[src/rtl/wfg_stim_ramp_pkg.sv]
// -----------------------------------------------------------------------------
// wfg_stim_ramp_pkg
// Shared constants and types for the ramp stimulus source: register offsets
// (word index taken from wbs_adr_i[3:2]), CTRL bit positions, reset values,
// the ramp mode and FSM state enums, and the config bundle the register file
// hands to the ramp engine.
// -----------------------------------------------------------------------------
package wfg_stim_ramp_pkg;

  localparam logic [1:0] REG_CTRL = 2'h0;
  localparam logic [1:0] REG_INC  = 2'h1;
  localparam logic [1:0] REG_MIN  = 2'h2;
  localparam logic [1:0] REG_MAX  = 2'h3;

  localparam int CTRL_EN_BIT   = 0;
  localparam int CTRL_MODE_BIT = 1;
  localparam int CTRL_CNT_LSB  = 16;

  localparam logic [31:0] RST_CTRL = 32'h0000_0000;
  localparam logic [31:0] RST_INC  = 32'h0000_0001;
  localparam logic [31:0] RST_MIN  = 32'h0000_0000;
  localparam logic [31:0] RST_MAX  = 32'hFFFF_FFFF;

  typedef enum logic {
    RAMP_SAW = 1'b0,
    RAMP_TRI = 1'b1
  } ramp_mode_e;

  typedef enum logic {
    ST_IDLE = 1'b0,
    ST_RUN  = 1'b1
  } ramp_state_e;

  typedef struct packed {
    logic        en;
    ramp_mode_e  mode;
    logic [31:0] inc;
    logic [31:0] min;
    logic [31:0] max;
  } ramp_cfg_t;

endpackage

[src/rtl/wfg_stim_ramp.sv]
// -----------------------------------------------------------------------------
// wfg_stim_ramp
// Ramp engine: IDLE/RUN FSM, next-value datapath and AXIS-style output.
//
// state   | meaning
// --------+------------------------------------------------------------
// ST_IDLE | output idle, tvalid=0, tdata=0, direction up
// ST_RUN  | streaming; tdata advances on each tvalid&tready handshake
//
// Ports:
//   clk_i, rst_i       clock, synchronous active-high reset
//   cfg_i              config bundle (EN, MODE, INC, MIN, MAX)
//   tready_i           downstream ready
//   tvalid_o, tdata_o  sample stream
//   sample_cnt_o       accepted-sample count (only with
//                      WFG_STIM_RAMP_SAMPLE_CNT_EN defined)
// -----------------------------------------------------------------------------
module wfg_stim_ramp
  import wfg_stim_ramp_pkg::*;
(
  input  logic        clk_i,
  input  logic        rst_i,
  input  ramp_cfg_t   cfg_i,
  input  logic        tready_i,
  output logic        tvalid_o,
  output logic [31:0] tdata_o
`ifdef WFG_STIM_RAMP_SAMPLE_CNT_EN
  ,output logic [15:0] sample_cnt_o
`endif
);

  ramp_state_e state_q, state_d;
  logic [31:0] data_q, data_d;
  logic        dir_dn_q, dir_dn_d;

  logic [31:0] next_val;
  logic        next_dir_dn;
  logic [32:0] sum_up;
  logic [32:0] floor_dn;

  // 33-bit intermediates so neither the up-sum nor the down floor can wrap.
  always_comb begin
    sum_up      = {1'b0, data_q} + {1'b0, cfg_i.inc};
    floor_dn    = {1'b0, cfg_i.min} + {1'b0, cfg_i.inc};
    next_val    = cfg_i.min;
    next_dir_dn = 1'b0;
    if ((cfg_i.inc == 32'd0) || (cfg_i.min >= cfg_i.max)) begin
      next_val    = cfg_i.min;
      next_dir_dn = 1'b0;
    end else if (!dir_dn_q || (cfg_i.mode == RAMP_SAW)) begin
      // Sawtooth always counts up, which also clears a stale down direction.
      if (sum_up <= {1'b0, cfg_i.max}) begin
        next_val = sum_up[31:0];
      end else if (cfg_i.mode == RAMP_TRI) begin
        next_val    = cfg_i.max;
        next_dir_dn = 1'b1;
      end else begin
        next_val = cfg_i.min;
      end
    end else begin
      if ({1'b0, data_q} < floor_dn) begin
        next_val    = cfg_i.min;
        next_dir_dn = 1'b0;
      end else begin
        next_val    = data_q - cfg_i.inc;
        next_dir_dn = 1'b1;
      end
    end
  end

  always_comb begin
    state_d  = state_q;
    data_d   = data_q;
    dir_dn_d = dir_dn_q;
    case (state_q)
      ST_IDLE: begin
        if (cfg_i.en) begin
          state_d  = ST_RUN;
          data_d   = cfg_i.min;
          dir_dn_d = 1'b0;
        end
      end
      ST_RUN: begin
        // Abort wins over a pending handshake: no new sample is presented.
        if (!cfg_i.en) begin
          state_d  = ST_IDLE;
          data_d   = 32'd0;
          dir_dn_d = 1'b0;
        end else if (tready_i) begin
          data_d   = next_val;
          dir_dn_d = next_dir_dn;
        end
      end
      default: begin
        state_d  = ST_IDLE;
        data_d   = 32'd0;
        dir_dn_d = 1'b0;
      end
    endcase
  end

  always_ff @(posedge clk_i) begin
    if (rst_i) begin
      state_q  <= ST_IDLE;
      data_q   <= 32'd0;
      dir_dn_q <= 1'b0;
    end else begin
      state_q  <= state_d;
      data_q   <= data_d;
      dir_dn_q <= dir_dn_d;
    end
  end

  assign tvalid_o = (state_q == ST_RUN);
  assign tdata_o  = data_q;

`ifdef WFG_STIM_RAMP_SAMPLE_CNT_EN
  logic [15:0] cnt_q;

  // A handshake in the same cycle as an abort still counts.
  always_ff @(posedge clk_i) begin
    if (rst_i) begin
      cnt_q <= 16'd0;
    end else if ((state_q == ST_IDLE) && cfg_i.en) begin
      cnt_q <= 16'd0;
    end else if (tvalid_o && tready_i) begin
      cnt_q <= cnt_q + 16'd1;
    end
  end

  assign sample_cnt_o = cnt_q;
`endif

endmodule

[src/rtl/wfg_stim_ramp_top.sv]
// -----------------------------------------------------------------------------
// wfg_stim_ramp_top
// Ramp stimulus source for the waveform generator: Wishbone register file
// (CTRL/INC/MIN/MAX) with single-cycle registered ack, feeding the ramp
// engine that streams samples on the AXIS-style stimulus port.
//
// Ports:
//   wb_clk_i, wb_rst_i      clock, synchronous active-high reset
//   wbs_stb_i/cyc_i/we_i    Wishbone request (stb already page-qualified)
//   wbs_sel_i               ignored, full-word access only
//   wbs_adr_i               byte offset, bits [3:2] decoded
//   wbs_dat_i/wbs_dat_o     write / registered read data
//   wbs_ack_o               one-cycle acknowledge
//   wfg_axis_tready_i       downstream ready
//   wfg_axis_tvalid_o/tdata_o sample stream
//
// Optional: define WFG_STIM_RAMP_SAMPLE_CNT_EN to expose a 16-bit accepted
// sample counter at CTRL[31:16].
// -----------------------------------------------------------------------------
module wfg_stim_ramp_top
  import wfg_stim_ramp_pkg::*;
#(
  parameter int BUSW = 32
) (
  input  logic            wb_clk_i,
  input  logic            wb_rst_i,
  input  logic            wbs_stb_i,
  input  logic            wbs_cyc_i,
  input  logic            wbs_we_i,
  input  logic [3:0]      wbs_sel_i,
  input  logic [BUSW-1:0] wbs_dat_i,
  input  logic [BUSW-1:0] wbs_adr_i,
  output logic            wbs_ack_o,
  output logic [BUSW-1:0] wbs_dat_o,
  input  logic            wfg_axis_tready_i,
  output logic            wfg_axis_tvalid_o,
  output logic [31:0]     wfg_axis_tdata_o
);

  logic            ack_q, ack_d;
  logic [BUSW-1:0] dat_q, dat_d;
  logic            en_q, en_d;
  ramp_mode_e      mode_q, mode_d;
  logic [31:0]     inc_q, inc_d;
  logic [31:0]     min_q, min_d;
  logic [31:0]     max_q, max_d;

  logic            access;
  logic [1:0]      reg_sel;
  logic [15:0]     cnt_rd;
  ramp_cfg_t       cfg;

  logic unused_bits;
  assign unused_bits = ^{wbs_sel_i, wbs_adr_i[BUSW-1:4], wbs_adr_i[1:0]};

  // Blocking on ack_q forces a one-cycle gap between back-to-back accesses.
  assign access  = wbs_stb_i & wbs_cyc_i & ~ack_q;
  assign reg_sel = wbs_adr_i[3:2];

  always_comb begin
    ack_d  = access;
    dat_d  = '0;
    en_d   = en_q;
    mode_d = mode_q;
    inc_d  = inc_q;
    min_d  = min_q;
    max_d  = max_q;
    if (access) begin
      if (wbs_we_i) begin
        case (reg_sel)
          REG_CTRL: begin
            en_d   = wbs_dat_i[CTRL_EN_BIT];
            mode_d = ramp_mode_e'(wbs_dat_i[CTRL_MODE_BIT]);
          end
          REG_INC: inc_d = wbs_dat_i;
          REG_MIN: min_d = wbs_dat_i;
          default: max_d = wbs_dat_i;
        endcase
      end else begin
        case (reg_sel)
          REG_CTRL: dat_d = {cnt_rd, 14'd0, mode_q, en_q};
          REG_INC:  dat_d = inc_q;
          REG_MIN:  dat_d = min_q;
          default:  dat_d = max_q;
        endcase
      end
    end
  end

  always_ff @(posedge wb_clk_i) begin
    if (wb_rst_i) begin
      ack_q  <= 1'b0;
      dat_q  <= '0;
      en_q   <= RST_CTRL[CTRL_EN_BIT];
      mode_q <= ramp_mode_e'(RST_CTRL[CTRL_MODE_BIT]);
      inc_q  <= RST_INC;
      min_q  <= RST_MIN;
      max_q  <= RST_MAX;
    end else begin
      ack_q  <= ack_d;
      dat_q  <= dat_d;
      en_q   <= en_d;
      mode_q <= mode_d;
      inc_q  <= inc_d;
      min_q  <= min_d;
      max_q  <= max_d;
    end
  end

  assign wbs_ack_o = ack_q;
  assign wbs_dat_o = dat_q;

  assign cfg.en   = en_q;
  assign cfg.mode = mode_q;
  assign cfg.inc  = inc_q;
  assign cfg.min  = min_q;
  assign cfg.max  = max_q;

  wfg_stim_ramp u_ramp (
    .clk_i        (wb_clk_i),
    .rst_i        (wb_rst_i),
    .cfg_i        (cfg),
    .tready_i     (wfg_axis_tready_i),
    .tvalid_o     (wfg_axis_tvalid_o),
    .tdata_o      (wfg_axis_tdata_o)
`ifdef WFG_STIM_RAMP_SAMPLE_CNT_EN
    ,.sample_cnt_o (cnt_rd)
`endif
  );

`ifndef WFG_STIM_RAMP_SAMPLE_CNT_EN
  assign cnt_rd = 16'd0;
`endif

endmodule

[config.mk]
export PLATFORM = sky130hd
export DESIGN_NAME = wfg_stim_ramp_top
export DESIGN_NICKNAME = d
export VERILOG_FILES = /design/src/rtl/wfg_stim_ramp_pkg.sv /design/src/rtl/wfg_stim_ramp.sv /design/src/rtl/wfg_stim_ramp_top.sv
export SDC_FILE = /design/constraint.sdc
export NUM_CORES = 1
export LEC_CHECK = 0
export BUFFER_PORTS_ARGS = -buffer_cell sky130_fd_sc_hd__buf_2
export CELL_PAD_IN_SITES_DETAIL_PLACEMENT = 0
export CELL_PAD_IN_SITES_GLOBAL_PLACEMENT = 1
export CORE_ASPECT_RATIO = 0.9
export CORE_MARGIN = 2
export CORE_UTILIZATION = 45
export CTS_CLUSTER_DIAMETER = 50
export DETAILED_ROUTE_END_ITERATION = 6
export PLACE_DENSITY = 0.8
export SKIP_LAST_GASP = 1
export SLEW_MARGIN = 20
export SYNTH_ARGS = -nofsm -noshare
export SYNTH_HDL_FRONTEND = slang
export SYNTH_SLANG_ARGS = --single-unit
[constraint.sdc]
create_clock -name wb_clk_i -period 6.5 [get_ports wb_clk_i]
set_input_delay 1.95 -clock wb_clk_i [delete_from_list [all_inputs] [get_ports wb_clk_i]]
set_output_delay 1.95 -clock wb_clk_i [all_outputs]
set_load 0.01 [all_outputs]
==> metrics.md <==
| Metric | Value |
|---|---|
| Chip Width | 193 µm |
| Wire per inst | 23.2 µm |
| Sum of routed wire length over all layers | ~55 mm |
| Residual DRC count | 0 |
| Routed vias | 14800 |
| Final max-slew violation count | 0 |
| Tightest Pin Transition | approximately 1.2 ns |
| Clock insertion delay at the later pin of the skew report | 0.47 ns |
| Average instance area after synthesis | 7.72 µm² |
| Placed insts | about 2400 |
| Fill cell instance count of the final layout | 3211 |
| Pin count of the biggest net entering global routing | 85 |
| Number of buffers created by CTS | 17 |
| Util after Layout | 51.1% |
| Arr. time, crit path | 6.50 ns |
| Top cell type by total area after synthesis | sky130_fd_sc_hd__dfxtp_1 |
| Worst Path Required | around 6.9 ns |
| F_max | 163 MHz |
| Wire length of the first global-routing pass | 83.9 mm |
| Period utilisation layout | 94.5% |
| Post-synthesis sequential element count | 165 |
| Top cell type's share of synthesized area | around 23% |
| Count of endpoints failing setup in the final report | 0 |
| Startpoint kind of the worst setup timing path | flip-flop |
| CTS tree | done |
| Dominant synthesized flop cell | sky130_fd_sc_hd__dfxtp_1 |
| Cells after synthesis | roughly 1900 |
| Antenna-violating nets left | 0 |
| Clock Tree Root | sky130_fd_sc_hd__clkbuf_16 |
| H-Tree Level Count | 4 |
| Placed instance area | 15600 µm² |
| Number of nets in the finished design | 2227 |
| Main area contributors after synthesis | sky130_fd_sc_hd__dfxtp_1 23%, sky130_fd_sc_hd__ha_1 16%, sky130_fd_sc_hd__a21oi_1 6.8%, sky130_fd_sc_hd__nand2_1 5.5%, sky130_fd_sc_hd__nor2_1 4.3% |
| Post-route cell area | between 15000 and 20000 µm² |
| Worst slack on hold paths | about 0.53 ns |
| Syn Std Cell Area | 14500 µm² |
| Cell chain of the critical path | inv_1, ha_1, nor3_1, o31ai_2, a32oi_1, a221o_1, a31oi_1, o21ai_1, a21boi_1, xor2_1, ha_1, a21o_1, a211oi_1, nand2_1, a311oi_1, o31ai_2, or2_1, buf_12, a21o_1, a221oi_1, a211oi_1, a221o_1 |
| Count of different cell masters after synthesis | 76 |
| Clock transition at path regs | 0.08 ns |
| Final sum of negative setup slack | 0 ns |
| Slowest cell delay on critical path | ~0.49 ns |
| Worst slew slack as a fraction of its limit | between 20% and 30% |
| Number of hold buffers added after CTS | 0 |
| Initial standard-cell utilization of the core | 45.5% |
| Number of standard cells in the final layout excluding fillers | 2389 |
| Area occupied by registers | 3300 µm² |
| Sequential-to-total area share from yosys stat | 22.8% |
| Unrepaired setup endpoints after global routing | no |
| CORE AREA | 31800 µm² |
| Boundary Pins | 140 |
| Num Clock Sinks | between 150 and 200 |
| Slowest cell on the critical path | sky130_fd_sc_hd__dfxtp_1 |
| Max_cap viols | 0 |
| Maximum fanout count along the critical path | 26 |
| Via count of the first global-routing pass | ~14000 |
| Share of final-layout standard cells stronger than drive strength 1 | 13.0% |
| Nets in the synthesized netlist | roughly 2100 |
| Clock skew | 0.0165 ns |
| Ys Warns | 0 |
| Final HPWL from detailed placement | 41.9 mm |
| Fraction of synthesis flops using an asynchronous set or reset pin | 0% |
| Vias per inst | roughly 6 |
| Leakage power total | 7.53 nW |
| Maximum buffer depth of the clock tree | 2 |
| Number of I/O port buffers | ~110 |
| Worst Setup Path Type | flip-flop to flip-flop |
| First drt pass iteration count | 5 |
| Global routing usage summed across all routing layers | 33.2% |
| Number of synthesized flops with an enable pin | 0 |
| Core Rows | 62 |
| Critical path capture point type | flip-flop |
| Post-route setup slack | between 0.3 and 0.4 ns |
| Overall die area | 33600 µm² |
| Hold Crit Class | flip-flop to flip-flop |
| Final critical path time including I/O delays and setup | 6.14 ns |
| Total power draw | 2.34 mW |
| Footprint of the multi-input gates | a little over 10000 µm² |
| Worst-case setup slack after placement | 0.190 ns |
| Leftover overflow at the end of global routing | 0 |
| P&R area growth vs syn | 12.2% |
| Run status | finished clean |
| Number of antenna violations at the first check in global routing | 0 |
| Peak supply drop | roughly 0.00018 V |
| Iteration-0 DRC count of the detailed router | 1407 |
| Power density over the cells | 144 nW/µm² |
| Total count of hold-check failures in the final report | 0 |
| Chip Height | 174 µm |
| Routability cong. | 0.968 |
[cell usage after synthesis (31+ instances only)]
cell,count
sky130_fd_sc_hd__dfxtp_1,165
sky130_fd_sc_hd__mux2_2,31
sky130_fd_sc_hd__a21o_1,46
sky130_fd_sc_hd__inv_1,105
sky130_fd_sc_hd__o21ai_0,69
sky130_fd_sc_hd__a211o_1,39
sky130_fd_sc_hd__a22oi_1,46
sky130_fd_sc_hd__clkbuf_1,77
sky130_fd_sc_hd__ha_1,190
sky130_fd_sc_hd__a21oi_1,196
sky130_fd_sc_hd__nand2_1,213
sky130_fd_sc_hd__nor2_1,165
sky130_fd_sc_hd__xnor2_1,52
sky130_fd_sc_hd__nor3_1,32
[kinds of logic (layout without fill, tap and decap cells)]
| group | Yosys count | count (layout) | synth area share, % |
|---|---|---|---|
| AND/OR/NAND/NOR | 603 | 603 | 19.6 |
| AO/OA/AOI/OAI | 571 | 571 | 26.1 |
| buffers and inverters | 208 | 306 | 5.70 |
| adder cells (fa/ha/maj) | 193 | 193 | 16.8 |
| flip-flops | 165 | 165 | 22.8 |
| XOR/XNOR | 82 | 82 | 4.96 |
| multiplexers | 52 | 52 | 4.04 |
| other | 0 | 1 | 0 |
[routing by layer]
metal	track usage, %	vias to the layer above	part of all wire [%]	wire length [µm]
li1	-	6955	-	-
met1	48.7	7081	47	25900
met2	49.1	629	42	23400
met3	5.77	86	8.5	4700
met4	9.97	0	2.7	1490
met5	0	-	0	0
[where the power goes]
| part | total, mW | leakage, nW | internal (mW) | switching (mW) |
|---|---|---|---|---|
| clock network | 1.05 | 0.286 | 0.514 | 0.537 |
| registers | 1.04 | 1.33 | 1.02 | 0.0147 |
| logic | 0.252 | 5.91 | 0.0945 | 0.158 |
| total | 2.34 | 7.53 | 1.63 | 0.710 |
[registers in the layout, indices dropped and copies added, names as in the netlist]
| register | count |
|---|---|
| min_q | 32 |
| en_q | 1 |
| mode_q | 1 |
| u_ramp.tdata_o | 32 |
| u_ramp.dir_dn_q | 1 |
| inc_q | 32 |
| wbs_ack_o | 1 |
| u_ramp.tvalid_o | 1 |
| max_q | 32 |
| wbs_dat_o | 32 |
[repair_timing]
item / CTS / global route
setup endpoints to repair: 0 / 26
buffers inserted: 0 / 1
hold endpoints to repair: 0 / 0
resized for setup: 0 / 4
[final cells by class]
type | count | area share (%)
diodes | 1 | 0.0154
multi-input cells | 1501 | 63.8
clock inverters | 14 | 1.00
well taps | 416 | 3.21
repair buffers | 169 | 6.52
clock buffers | 17 | 2.62
inverters | 106 | 2.45
flip-flops and latches | 165 | 20.3
[worst max-delay path, delay by kind of cell, from the launching register on]
kind	cells	cell delay, ns
buffers and inverters	2	0.30
flip-flops	1	0.49
XOR/XNOR	1	0.28
adder cells (fa/ha/maj)	2	0.73
AND/OR/NAND/NOR	3	0.54
AO/OA/AOI/OAI	14	3.69
[placed cells by master (no fill, tap or decap), types with 10 or more instances in the layout]
cell type | Yosys | layout
sky130_fd_sc_hd__a211o_1 | 39 | 39
sky130_fd_sc_hd__a211oi_1 | 20 | 20
sky130_fd_sc_hd__a21o_1 | 46 | 46
sky130_fd_sc_hd__a21oi_1 | 196 | 195
sky130_fd_sc_hd__a221o_1 | 11 | 11
sky130_fd_sc_hd__a221oi_1 | 14 | 14
sky130_fd_sc_hd__a22oi_1 | 46 | 46
sky130_fd_sc_hd__a31oi_1 | 10 | 10
sky130_fd_sc_hd__and2_1 | 16 | 16
sky130_fd_sc_hd__and3_1 | 11 | 10
sky130_fd_sc_hd__buf_2 | 17 | 104
sky130_fd_sc_hd__buf_4 | 0 | 61
sky130_fd_sc_hd__clkbuf_16 | 0 | 17
sky130_fd_sc_hd__dfxtp_1 | 165 | 164
sky130_fd_sc_hd__ha_1 | 190 | 190
sky130_fd_sc_hd__inv_1 | 105 | 105
sky130_fd_sc_hd__mux2_2 | 31 | 31
sky130_fd_sc_hd__mux2i_1 | 19 | 19
sky130_fd_sc_hd__nand2_1 | 213 | 211
sky130_fd_sc_hd__nand2b_1 | 27 | 27
sky130_fd_sc_hd__nand3_1 | 30 | 30
sky130_fd_sc_hd__nand4_1 | 23 | 23
sky130_fd_sc_hd__nor2_1 | 165 | 163
sky130_fd_sc_hd__nor2b_1 | 27 | 26
sky130_fd_sc_hd__nor3_1 | 32 | 32
sky130_fd_sc_hd__nor4_1 | 16 | 16
sky130_fd_sc_hd__o211ai_1 | 15 | 15
sky130_fd_sc_hd__o21a_1 | 10 | 10
sky130_fd_sc_hd__o21ai_0 | 69 | 68
sky130_fd_sc_hd__o21bai_1 | 19 | 19
sky130_fd_sc_hd__o221ai_1 | 16 | 16
sky130_fd_sc_hd__or3_1 | 15 | 15
sky130_fd_sc_hd__xnor2_1 | 52 | 52
sky130_fd_sc_hd__xor2_1 | 30 | 30
[worst paths after layout]
path | start | endpoint | slack [ns] | cells past startpoint
worst max-delay path | inc_q[2] | u_ramp.tdata_o[18] | 0.36 | 22
worst min-delay path | u_ramp.tdata_o[3] | u_ramp.tdata_o[3] | 0.53 | 2
worst max register to register | inc_q[2] | u_ramp.tdata_o[18] | 0.36 | 22
worst min register to register | u_ramp.tdata_o[3] | u_ramp.tdata_o[3] | 0.53 | 2
Power figures use the tool's default switching activity.
